==> config.mk <==
export PLATFORM = sky130hd
export DESIGN_NAME = avg_sample_feeder
export DESIGN_NICKNAME = d
export VERILOG_FILES = /design/src/rtl/avg_sample_feeder.sv
export SDC_FILE = /design/constraint.sdc
export NUM_CORES = 1
export LEC_CHECK = 0
export BUFFER_PORTS_ARGS = -buffer_cell sky130_fd_sc_hd__buf_2
export CAP_MARGIN = 5
export CORE_ASPECT_RATIO = 1.2
export CORE_MARGIN = 2
export CORE_UTILIZATION = 30
export CTS_CLUSTER_DIAMETER = 30
export CTS_CLUSTER_SIZE = 10
export DETAILED_ROUTE_END_ITERATION = 8
export PLACE_DENSITY = 0.45
export SLEW_MARGIN = 0
export SYNTH_ARGS = -nofsm -noshare
export SYNTH_HDL_FRONTEND = slang
export SYNTH_SLANG_ARGS = --single-unit
==> constraint.sdc <==
create_clock -name clk -period 3 [get_ports clk]
set_clock_uncertainty 0.05 [all_clocks]
set_input_delay 0.6 -clock clk [delete_from_list [all_inputs] [get_ports clk]]
set_output_delay 0.6 -clock clk [all_outputs]
set_load 0.01 [all_outputs]
==> src/rtl/avg_sample_feeder.sv <==
// avg_sample_feeder: buffers upstream samples in a small FIFO and presents
// one sample per PERIOD-cycle window on num_out, aligned to the averager's
// sequencer. The averager captures num_out on the slot cycle; the same edge
// loads the next FIFO head or, if the FIFO is empty, records an underrun.
module avg_sample_feeder #(
  parameter int WIDTH  = 8,
  parameter int DEPTH  = 4,
  parameter int PERIOD = 8
) (
  input  logic                     clk,
  input  logic                     rs,
  input  logic [WIDTH-1:0]         in_data,
  input  logic                     in_valid,
  output logic                     in_ready,
  output logic [WIDTH-1:0]         num_out,
  output logic                     slot,
  output logic [2:0]               phase,
  output logic [$clog2(DEPTH):0]   fifo_count,
  output logic                     underrun,
  output logic [7:0]               underrun_cnt
);

  localparam int AW = $clog2(DEPTH);
  localparam int CW = AW + 1;
  localparam logic [CW-1:0] FULL    = CW'(DEPTH);
  localparam logic [2:0]    PH_LAST = 3'(PERIOD - 1);

  // Saturating increment for the 8-bit underrun event counter.
  function automatic logic [7:0] sat_inc8(input logic [7:0] v);
    return (v == 8'hFF) ? v : v + 8'd1;
  endfunction

  logic [WIDTH-1:0] mem_q [DEPTH];
  logic [AW-1:0]    wr_ptr_q, wr_ptr_d;
  logic [AW-1:0]    rd_ptr_q, rd_ptr_d;
  logic [CW-1:0]    count_q, count_d;
  logic [2:0]       phase_q, phase_d;
  logic [WIDTH-1:0] num_out_q, num_out_d;
  logic             underrun_q, underrun_d;
  logic [7:0]       ur_cnt_q, ur_cnt_d;

  logic push, pop, ur_evt, slot_now, ready_now;

  assign ready_now = (count_q != FULL);
  assign slot_now  = (phase_q == PH_LAST);

  // Next-state: phase counter, FIFO push/pop bookkeeping, window load and underrun tracking.
  always_comb begin
    push       = in_valid && ready_now;
    pop        = slot_now && (count_q != '0);
    ur_evt     = slot_now && (count_q == '0);

    phase_d    = slot_now ? 3'd0 : phase_q + 3'd1;
    wr_ptr_d   = push ? wr_ptr_q + AW'(1) : wr_ptr_q;
    rd_ptr_d   = pop  ? rd_ptr_q + AW'(1) : rd_ptr_q;

    count_d    = count_q;
    if (push && !pop)      count_d = count_q + CW'(1);
    else if (!push && pop) count_d = count_q - CW'(1);

    num_out_d  = pop ? mem_q[rd_ptr_q] : num_out_q;
    underrun_d = underrun_q | ur_evt;
    ur_cnt_d   = ur_evt ? sat_inc8(ur_cnt_q) : ur_cnt_q;
  end

  // Control and presentation registers; reset discards FIFO contents and restarts the window.
  always_ff @(posedge clk) begin
    if (rs) begin
      phase_q    <= 3'd0;
      wr_ptr_q   <= '0;
      rd_ptr_q   <= '0;
      count_q    <= '0;
      num_out_q  <= '0;
      underrun_q <= 1'b0;
      ur_cnt_q   <= 8'd0;
    end else begin
      phase_q    <= phase_d;
      wr_ptr_q   <= wr_ptr_d;
      rd_ptr_q   <= rd_ptr_d;
      count_q    <= count_d;
      num_out_q  <= num_out_d;
      underrun_q <= underrun_d;
      ur_cnt_q   <= ur_cnt_d;
    end
  end

  // FIFO storage is written on accepted pushes only; stale words are never read.
  always_ff @(posedge clk) begin
    if (!rs && push) mem_q[wr_ptr_q] <= in_data;
  end

  assign in_ready     = ready_now;
  assign slot         = slot_now;
  assign phase        = phase_q;
  assign fifo_count   = count_q;
  assign num_out      = num_out_q;
  assign underrun     = underrun_q;
  assign underrun_cnt = ur_cnt_q;

endmodule

==> impl_metrics.csv <==
group,metric,value,unit
yosys,synth.yosys.seq_area_share,63.5,%
placed_design,place.gp.congestion,0.705,
pwr,switching_share,25.7,%
floorplan,fp.coreArea,7660,um2
floorplan,floorplan.die.height,101,um
yosys,post_synth_instance_area,2360,um2
clock_network,post_cts_resize_count,0,
detailed_routing,wl_per_cell,14.6,um
timing,max_slew_margin,54.5,%
pwr,p_per_cell_area,596,nW/um2
global_route,largest_net_degree_at_the_start_of_global_routing,29,
timing,totalNegativeSetupSlack,0,ns
floorplan,io_pins,36,
timing,finalWorstPathRequiredPeriod,2.30,ns
detailed_routing,routed-via-count,1465,
clock_network,clock-sinks,59,
timing,worst-slew-pin-transition,0.682,ns
critical_path,critPathCaptureType,"flip-flop",
worst_hold_path,timing.hold.worst.class,"flip-flop to flip-flop",
global_route,grt_first_pass_wirelength,7550,um
critical_path,data_arrival_time_at_the_worst_slack_endpoint,2.51,ns
floorplan,fp.dieArea,8610,um2
pwr,net-switching-power,0.430,mW
timing,setup_viol,0,
critical_path,worst-endpoint-required,3.21,ns
global_route,via_count_of_the_first_global_routing_pass,1512,
yosys,netlist_instances,176,
yosys,async_reset_ff_share,0,%
global_route,globalRoute.totalOverflow,0,
final_layout,antennaDiodeCount,0,
pwr,report.power.total,1.68,mW
pwr,p_int,1.25,mW
final_layout,design.final.nets,238,
floorplan,starting_utilization_of_the_core_area,30.9,%
timing,drv_slew,0,
timing,unrepaired_setup_endpoints_after_global_routing,"false",
floorplan,placementRows,35,
timing,clock.fmax,435,MHz
placed_design,detailedPlacementHpwl,2970,um
placed_design,buffer_ports.inserted,35,
yosys,synth_cell_types,32,
detailed_routing,ant_nets,0,
status,outcome,"complete, no violations",
timing,hold_slack,0.402,ns
clock_network,cts_tree,"yes",
clock_network,cts.repair_timing.setup_buffer_count,0,
yosys,postSynth.topFlopCell,"sky130_fd_sc_hd__edfxtp_1",
yosys,net_count_after_synthesis,196,
clock_network,path_clk_slew,0.07,ns
final_layout,area_growth,19.0,%
timing,final_min_period_over_clock_period,76.7,%
final_layout,num-fill-cells,761,
yosys,yosysWarnings,0,
clock_network,cts-buffers-inserted,9,
clock_network,clock_tree.htree_level_count,3,
yosys,post_synth.cell_area_avg,13.4,um2
final_layout,final_cell_mix,"sky130_fd_sc_hd__buf_2, sky130_fd_sc_hd__edfxtp_1, sky130_fd_sc_hd__dfxtp_1",
timing,final-hold-violation-count,0,
floorplan,die_w,85.1,um
pwr,static-leakage-power,1.07,nW
clock_network,cell_at_the_root_of_the_clock_tree,"sky130_fd_sc_hd__clkbuf_8",
critical_path,criticalPathCategory,"flip-flop to flip-flop",
yosys,synth_seq_cells,59,
clock_network,clk-insertion-delay-late,0.33,ns
detailed_routing,viasPerCell,4.65,
final_layout,final_common_cell,"sky130_fd_sc_hd__buf_2",
critical_path,startpoint_type,"flip-flop",
pwr,p_seq_share,55.0,%
final_layout,drive_above_1_share,28.7,%
global_route,gr-usage-all-layers,11.7,%
detailed_routing,wl,4590,um
yosys,synth_edf_count,32,
clock_network,cts-root-to-sink-buffers,2,
pwr,clock_power_share,36.8,%
pwr,power_frac_comb,8.2,%
pwr,peakVddDrop,302,uV
detailed_routing,detailedRoute.firstIterationViolations,31,
detailed_routing,drc,0,
global_route,grt_antenna_before_repair,0,
clock_network,cts_hold_buf,0,
flow_run,drv.max_cap_violation_count,0,
critical_path,crit_path_max_fanout,7,
detailed_routing,drt_pre_antenna_iters,4,
## Yosys cell counts (3+ instances only)
cell	count	area (um2)
sky130_fd_sc_hd__a21oi_1	10	50.1
sky130_fd_sc_hd__mux4_2	8	180
sky130_fd_sc_hd__nand4_1	3	18.8
sky130_fd_sc_hd__clkbuf_1	4	15.0
sky130_fd_sc_hd__mux2i_1	4	40.0
sky130_fd_sc_hd__dfxtp_1	27	541
sky130_fd_sc_hd__nand2_1	21	78.8
sky130_fd_sc_hd__xor2_1	7	61.3
sky130_fd_sc_hd__inv_1	5	18.8
sky130_fd_sc_hd__nor2_1	16	60.1
sky130_fd_sc_hd__ha_1	8	100
sky130_fd_sc_hd__edfxtp_1	32	961
sky130_fd_sc_hd__and2_1	5	31.3
## per-stage QoR
stage | instances | util [%] | area, um2 | setup slack, ns
2_1_floorplan | 176 | - | 2360 | 0.650
3_3_place_gp | 299 | 34.5 | 2650 | 0.747
3_5_place_dp | 299 | 34.5 | 2650 | 0.694
4_1_cts | 315 | 36.7 | 2810 | 0.675
5_1_grt | 315 | 36.7 | 2810 | 0.495
6_report | 315 | 36.7 | 2810 | 0.699
## layout make-up
| type | instances | area [um2] | share of cell area (%) |
|---|---|---|---|
| Tap cell | 92 | 115 | 4.09 |
| Clock inverter | 7 | 45.0 | 1.60 |
| Inverter | 6 | 22.5 | 0.800 |
| Multi-Input combinational cell | 105 | 816 | 29.0 |
| Sequential cell | 59 | 1500 | 53.4 |
| Clock buffer | 9 | 124 | 4.40 |
| Timing Repair Buffer | 37 | 190 | 6.76 |
## layer usage
metal	vias up	wire length, um	GRT usage (%)
met2	36	2140	18.4
li1	717	-	-
met4	0	81	6.59
met1	704	2140	14.6
met5	-	0	0
met3	8	222	3.10
## worst paths after layout
kind | start | endpoint | slack [ns] | cells past startpoint
worst min register to register | num_out[6]$_SDFFE_PP0P_ | num_out[6]$_SDFFE_PP0P_ | 0.40 | 2
worst min-delay path | num_out[6]$_SDFFE_PP0P_ | num_out[6]$_SDFFE_PP0P_ | 0.40 | 2
worst max register to register | phase[0]$_SDFF_PP0_ | fifo_count[2]$_SDFFE_PP0P_ | 0.70 | 10
worst max-delay path | phase[0]$_SDFF_PP0_ | fifo_count[2]$_SDFFE_PP0P_ | 0.70 | 10
## kinds of logic after synthesis
group	count (synthesis)	synth area share, %
simple gates	58	12.3
compound gates	17	4.44
flops	59	63.5
buf+inv	12	2.01
xor+xnor	9	3.33
mux	12	9.31
fa+ha+maj	9	5.08
## critical path, stage by stage (launching register included)
cell	delay [ns]
sky130_fd_sc_hd__dfxtp_1	0.32
sky130_fd_sc_hd__ha_1	0.20
sky130_fd_sc_hd__ha_1	0.26
sky130_fd_sc_hd__o31a_1	0.15
sky130_fd_sc_hd__clkinv_1	0.07
sky130_fd_sc_hd__ha_1	0.17
sky130_fd_sc_hd__inv_1	0.06
sky130_fd_sc_hd__fa_1	0.37
sky130_fd_sc_hd__xor2_1	0.15
sky130_fd_sc_hd__or3_1	0.30
sky130_fd_sc_hd__a21oi_1	0.13
## sequential cells by signal, summed over array words and instances, names as in the netlist
name	cells
num_out	8
underrun_cnt	8
rd_ptr_q	2
fifo_count	3
phase	3
mem_q	32
wr_ptr_q	2
underrun	1
## power by group through the flow
stage	sequential [mW]	combinational [mW]	clock (mW)
floorplan	0.940	0.0885	0
global placement	0.941	0.144	0
detailed placement	0.941	0.142	0
CTS	0.923	0.142	0.642
global route	0.929	0.159	0.669
finish	0.922	0.137	0.617
No activity file was read; power rests on OpenSTA's default activity.
